### src/rtl/upsample_pkg.sv
// Shared types and helpers for the upsample scheduler.
// State encoding, data width and ratio legality check.
package upsample_pkg;

  localparam int US_IL  = 4;
  localparam int US_FL  = 16;
  localparam int DATA_W = US_IL + US_FL;

  typedef enum logic [2:0] {
    S_IDLE,
    S_FETCH,
    S_LOAD,
    S_RUN,
    S_STORE,
    S_DONE,
    S_ERR
  } state_e;

  // Legal ratio: integer-only, nonzero power of two.
  function automatic logic ratio_ok(
    input logic [31:0] int_part,
    input logic        frac_nz
  );
    return (int_part != 32'd0) &&
           ((int_part & (int_part - 32'd1)) == 32'd0) &&
           !frac_nz;
  endfunction

endpackage

### src/rtl/upsample_watchdog.sv
// Run-phase watchdog for the upsample datapath.
// Counts enabled cycles; flags the cycle the count reaches MAX_RUN.
module upsample_watchdog #(
  parameter int MAX_RUN = 64
) (
  input  logic clk,
  input  logic rst_n,
  input  logic clr,
  input  logic en,
  output logic expire
);

  localparam int CW = $clog2(MAX_RUN + 1);

  logic [CW-1:0] cnt_q;
  logic [CW-1:0] cnt_d;

  // Next count: clear wins, otherwise saturating increment.
  always_comb begin
    cnt_d = cnt_q;
    if (clr) begin
      cnt_d = '0;
    end else if (en && (cnt_q != CW'(MAX_RUN))) begin
      cnt_d = cnt_q + CW'(1);
    end
  end

  // Counter register.
  always_ff @(posedge clk) begin
    if (!rst_n) begin
      cnt_q <= '0;
    end else begin
      cnt_q <= cnt_d;
    end
  end

  assign expire = en && !clr && (cnt_q == CW'(MAX_RUN - 1));

endmodule

### src/rtl/upsample_scheduler.sv
// Job sequencer for the upsample interpolation datapath.
// Fetches, runs and stores one tile at a time over a job.
module upsample_scheduler
  import upsample_pkg::*;
#(
  parameter int IL      = US_IL,
  parameter int FL      = US_FL,
  parameter int SIZE    = 4,
  parameter int AW      = 16,
  parameter int TW      = 8,
  parameter int MAX_RUN = 64
) (
  input  logic             clk,
  input  logic             rst_n,
  input  logic             cfg_valid,
  output logic             cfg_ready,
  input  logic [AW-1:0]    cfg_src_addr,
  input  logic [AW-1:0]    cfg_dst_addr,
  input  logic [TW-1:0]    cfg_tiles,
  input  logic [IL+FL-1:0] cfg_ratio,
  output logic             rd_req,
  output logic [AW-1:0]    rd_addr,
  input  logic             rd_gnt,
  output logic             wr_req,
  output logic [AW-1:0]    wr_addr,
  input  logic             wr_gnt,
  output logic             us_en,
  output logic             us_input_ready,
  output logic [IL+FL-1:0] us_k,
  input  logic             us_done,
  output logic             busy,
  output logic             job_done,
  output logic             err
);

  localparam int DW = IL + FL;

  if (SIZE < 1) begin : g_size_chk
    $error("SIZE must be positive");
  end

  state_e        state_q, state_d;
  logic [AW-1:0] src_q, src_d;
  logic [AW-1:0] dst_q, dst_d;
  logic [TW-1:0] tiles_q, tiles_d;
  logic [DW-1:0] ratio_q, ratio_d;
  logic [TW-1:0] cnt_q, cnt_d;

  logic          wd_clr;
  logic          wd_en;
  logic          wd_exp;
  logic          cfg_ok;
  logic [IL-1:0] k_int;

  assign k_int  = ratio_q[DW-1:FL];
  assign cfg_ok = ratio_ok(32'(cfg_ratio[DW-1:FL]),
                           |cfg_ratio[FL-1:0]) &&
                  (cfg_tiles != '0);
  assign wd_clr = (state_q == S_LOAD);
  assign wd_en  = (state_q == S_RUN);

  upsample_watchdog #(
    .MAX_RUN (MAX_RUN)
  ) u_wd (
    .clk    (clk),
    .rst_n  (rst_n),
    .clr    (wd_clr),
    .en     (wd_en),
    .expire (wd_exp)
  );

  // Next state, job latches and Moore outputs.
  always_comb begin
    state_d        = state_q;
    src_d          = src_q;
    dst_d          = dst_q;
    tiles_d        = tiles_q;
    ratio_d        = ratio_q;
    cnt_d          = cnt_q;
    cfg_ready      = 1'b0;
    rd_req         = 1'b0;
    rd_addr        = '0;
    wr_req         = 1'b0;
    wr_addr        = '0;
    us_en          = 1'b0;
    us_input_ready = 1'b0;
    job_done       = 1'b0;
    err            = 1'b0;
    unique case (state_q)
      S_IDLE: begin
        cfg_ready = 1'b1;
        if (cfg_valid) begin
          src_d   = cfg_src_addr;
          dst_d   = cfg_dst_addr;
          tiles_d = cfg_tiles;
          ratio_d = cfg_ratio;
          cnt_d   = '0;
          state_d = cfg_ok ? S_FETCH : S_ERR;
        end
      end
      S_FETCH: begin
        rd_req  = 1'b1;
        rd_addr = src_q + AW'(cnt_q);
        if (rd_gnt) begin
          state_d = S_LOAD;
        end
      end
      S_LOAD: begin
        us_en          = 1'b1;
        us_input_ready = 1'b1;
        state_d        = S_RUN;
      end
      S_RUN: begin
        us_en = 1'b1;
        if (us_done) begin
          state_d = S_STORE;
        end else if (wd_exp) begin
          state_d = S_ERR;
        end
      end
      S_STORE: begin
        wr_req  = 1'b1;
        wr_addr = dst_q + AW'(cnt_q) * AW'(k_int);
        if (wr_gnt) begin
          cnt_d   = cnt_q + TW'(1);
          state_d = (cnt_q == tiles_q - TW'(1)) ?
                    S_DONE : S_FETCH;
        end
      end
      S_DONE: begin
        job_done = 1'b1;
        state_d  = S_IDLE;
      end
      S_ERR: begin
        err     = 1'b1;
        state_d = S_IDLE;
      end
      default: begin
        state_d = S_IDLE;
      end
    endcase
  end

  // State and job registers.
  always_ff @(posedge clk) begin
    if (!rst_n) begin
      state_q <= S_IDLE;
      src_q   <= '0;
      dst_q   <= '0;
      tiles_q <= '0;
      ratio_q <= '0;
      cnt_q   <= '0;
    end else begin
      state_q <= state_d;
      src_q   <= src_d;
      dst_q   <= dst_d;
      tiles_q <= tiles_d;
      ratio_q <= ratio_d;
      cnt_q   <= cnt_d;
    end
  end

  assign busy = (state_q != S_IDLE);
  assign us_k = ratio_q;

endmodule
### config.mk
export PLATFORM = sky130hd
export DESIGN_NAME = upsample_scheduler
export DESIGN_NICKNAME = d
export VERILOG_FILES = /design/src/rtl/upsample_pkg.sv /design/src/rtl/upsample_watchdog.sv /design/src/rtl/upsample_scheduler.sv
export SDC_FILE = /design/constraint.sdc
export NUM_CORES = 1
export LEC_CHECK = 0
export BUFFER_PORTS_ARGS = -buffer_cell sky130_fd_sc_hd__buf_2
export CORE_MARGIN = 1.5
export CORE_UTILIZATION = 46
export CTS_CLUSTER_DIAMETER = 50
export CTS_CLUSTER_SIZE = 40
export DETAILED_ROUTE_END_ITERATION = 16
export GPL_TIMING_DRIVEN = 0
export MAX_ROUTING_LAYER = met4
export PLACE_DENSITY = 0.7
export SYNTH_ARGS = -nofsm -noshare
export SYNTH_HDL_FRONTEND = slang
export SYNTH_HIERARCHICAL = 1
export SYNTH_SLANG_ARGS = --single-unit
### constraint.sdc
create_clock -name clk -period 13 [get_ports clk]
set_input_delay 2.6 -clock clk [delete_from_list [all_inputs] [get_ports clk]]
set_output_delay 2.6 -clock clk [all_outputs]
set_load 0.1 [all_outputs]
==> metrics.txt <==
post-layout net count=976; initial antenna violation count=0; clk_skew=0.00728 ns; Final Routed Wirelength=13300 um; combinational fraction of design power=47.1%; area delta synth->final=20.6%; share of cells above drive strength 1=18.0%; core area=11900 um2; # rows=40; total die area=12800 um2; Detail Placement HPWL=10500 um; most common cell after layout, fill and taps aside=nand2_1; CTS tree=done; clock slew at reported path FFs=0.06 ns; per-cell routed wire length=13.2 um; mapped cell area=5590 um2; CP endpoint kind=primary output; syn nets=840; # hold bufs at CTS=0; FF+latch count, synth=78; DRC=0; setup slack after layout=5.25 ns; Die Wd=113 um; DR iter-0 viols=243; Tot GR Track Use=21.8%; Starting Density=47.0%; NetSw=0.000558 W; post-synthesis async set-or-reset flop share=0%; First-pass DRT Iterations=5; Synth cell types=56; DP Area=6400 um2; largest net degree at the start of global routing=14; CTS root buf=clkbuf_16; cell count after synthesis=718; Seq/Total Area, Yosys=27.9%; max-cap violation count=0; reg2reg path depth=11; Post-synth EDFFs=0; Pleak=3.08 nW; power per cell area=172 nW/um2; CP arrival=5.15 ns; most frequent cells in the layout=nand2_1 (151), buf_2 (133), dfxtp_1 (78), a21boi_0 (62), inv_1 (60); TritonCTS buffer count=9; RSZ-0062 raised after global routing=false; dpl ws=5.67 ns; # resized after CTS=0; Fmax=129 MHz; # H-tree levels=3; Sequential Power Share=28.2%; Slew HR=64.2%; Post-Layout Inst Area=6750 um2; r2r endpoint=state_q[1]; Final Cycle Share=59.6%; total placed cells including tap cells=990; fin. max-slew vios=0; critical path peak fanout=10; Sw Share=48.1%; reg-to-reg startpoint=state_q[1]; CP startpoint kind=register; # Post-CTS Setup Buffers=0; vias in the first global route=4748; Vias/cell=5.16; Routed Antenna Nets=0; IO Pins=126; internal power=0.000600 W; slowest stage delay, CP=0.52 ns; measured slew at the worst slew-check pin=0.532 ns; Setup CP Type=register to primary output; Crit path top cell by count=fa_1; status=finished clean; die height=113 um; clock tree buffer depth=2; Setup-failing EPs final=0; CTS sink count=78; reg2reg setup slack=10.50 ns; Post-Layout Cell Count=1006; crit path capture=wr_addr[15]; Clk Latency, worst-skew pair=0.34 ns; Max VDD drop=0.000204 V; gr ovfl total=0; Min-Delay Path Class=register to register; Final Critical Period=7.75 ns; slowest CP cell=fa_1; first-pass GRT wire length=22100 um; diode count=0; worst path required time=10.40 ns; Final Hold Fails=0; via count=5186; Fin Setup TNS=0 ns; final core utilization=56.6%; CP Launch Point=cnt_q[2]; YS warnings=6; Post-Syn Area per Cell=7.79 um2; gpl congestion=0.830; worst path cell trace=clkbuf_1 > nand2_1 > fa_1 > fa_1 > fa_1 > inv_1 > ha_1 > nor2b_1 > o31a_1 > o211a_1 > o31a_1 > o21ai_1 > mux2i_1 > buf_2; Most used DFF post-synth=dfxtp_1; input/output buffers=125; clock network power share=24.7%
cell usage after synthesis, drive strengths merged, types with 2 or more instances:
library cell / instances / area [um2]
dfxtp: 78 / 1560
nand2b: 6 / 37.5
nand4: 9 / 56.3
nor2b: 8 / 57.6
nor4: 12 / 75.1
or4: 2 / 15.0
a21oi: 13 / 65.1
inv: 60 / 225
mux2i: 4 / 40.0
fa: 22 / 440
nand2: 151 / 567
o211ai: 4 / 30.0
and3: 5 / 31.3
and2: 33 / 206
a21o: 2 / 15.0
a21boi: 63 / 473
o31a: 2 / 17.5
a211o: 2 / 17.5
a211oi: 6 / 45.0
o21ai: 25 / 125
xor2: 23 / 201
or3: 4 / 25.0
xnor2: 16 / 140
nand3: 12 / 65.1
a221o: 2 / 20.0
nor3: 11 / 55.1
o21a: 6 / 45.0
buf: 9 / 51.3
a31oi: 3 / 18.8
nor2: 48 / 180
ha: 34 / 425
clkbuf: 25 / 95.1
routing by layer:
layer / vias up / track usage (%) / wire length [um]
met2: 113 / 35.4 / 6040
met5: - / - / 0
met3: 12 / 4.02 / 646
met4: 0 / 4.83 / 124
li1: 2665 / - / -
met1: 2396 / 28.6 / 6510
worst max-delay path: cells and delay by family, from the launching register on:
family                     cells  cell delay, ns
AOI/OAI and AO/OA              4            1.07
buffers and inverters          3            0.90
muxes                          1            0.35
DFF                            1            0.37
and+or+nand+nor                2            0.29
adders and majority gates      4            1.84
power by group through the flow:
stage | Clock, W | Combinational (W) | Sequential (W)
2_1_floorplan | 0 | 0.000349 | 0.000415
3_3_place_gp | 0 | 0.000543 | 0.000330
3_5_place_dp | 0 | 0.000546 | 0.000331
4_1_cts | 0.000290 | 0.000548 | 0.000326
5_1_grt | 0.000301 | 0.000592 | 0.000333
6_report | 0.000286 | 0.000546 | 0.000326
per-stage QoR:
stage          hold WS [ns]  total power, W
2_1_floorplan         0.443        0.000764
3_3_place_gp          0.448        0.000873
3_5_place_dp          0.454        0.000877
4_1_cts               0.463         0.00116
5_1_grt               0.484         0.00123
6_report              0.460         0.00116
flip-flops by register name, summed over array words and instances (netlist names):
name and cells:
dst_q 16, us_k 20, cnt_q 8, u_wd/cnt_q 7
state_q 3, src_q 16, tiles_q 8
cell families (layout without fill, tap and decap cells):
kind of cell               after synthesis  in the layout  share of synthesized area [%]
AOI/OAI and AO/OA                      138            138                           17.2
adders and majority gates               56             56                           15.5
xor gates and xnor gates                39             39                           6.11
muxes                                    4              4                          0.716
and+or+nand+nor                        309            309                           25.9
DFF                                     78             78                           27.9
buffers and inverters                   94            235                           6.64
layout make-up:
class                   count  area [um2]
flip-flops and latches     78        1560
inverters                  60         225
well taps                 147         184
clock buffers              12         267
multi-input cells         546        3660
clock inverters             4        76.3
plain buffers              34         146
repair buffers            125         626
fillers                  1183        5170
worst min-delay path by stage:
| stage | from | to | slack [ns] | depth (start not counted) |
|---|---|---|---|---|
| after floorplan | dst_q[10] | dst_q[10] | 0.44 | 2 |
| after global placement | us_k[13] | us_k[13] | 0.45 | 2 |
| after detailed placement | us_k[14] | us_k[14] | 0.45 | 2 |
| after CTS | us_k[14] | us_k[14] | 0.46 | 2 |
| after global routing | dst_q[2] | dst_q[2] | 0.48 | 2 |
| final | us_k[14] | us_k[14] | 0.46 | 2 |
(Power assumes the default switching activity.)
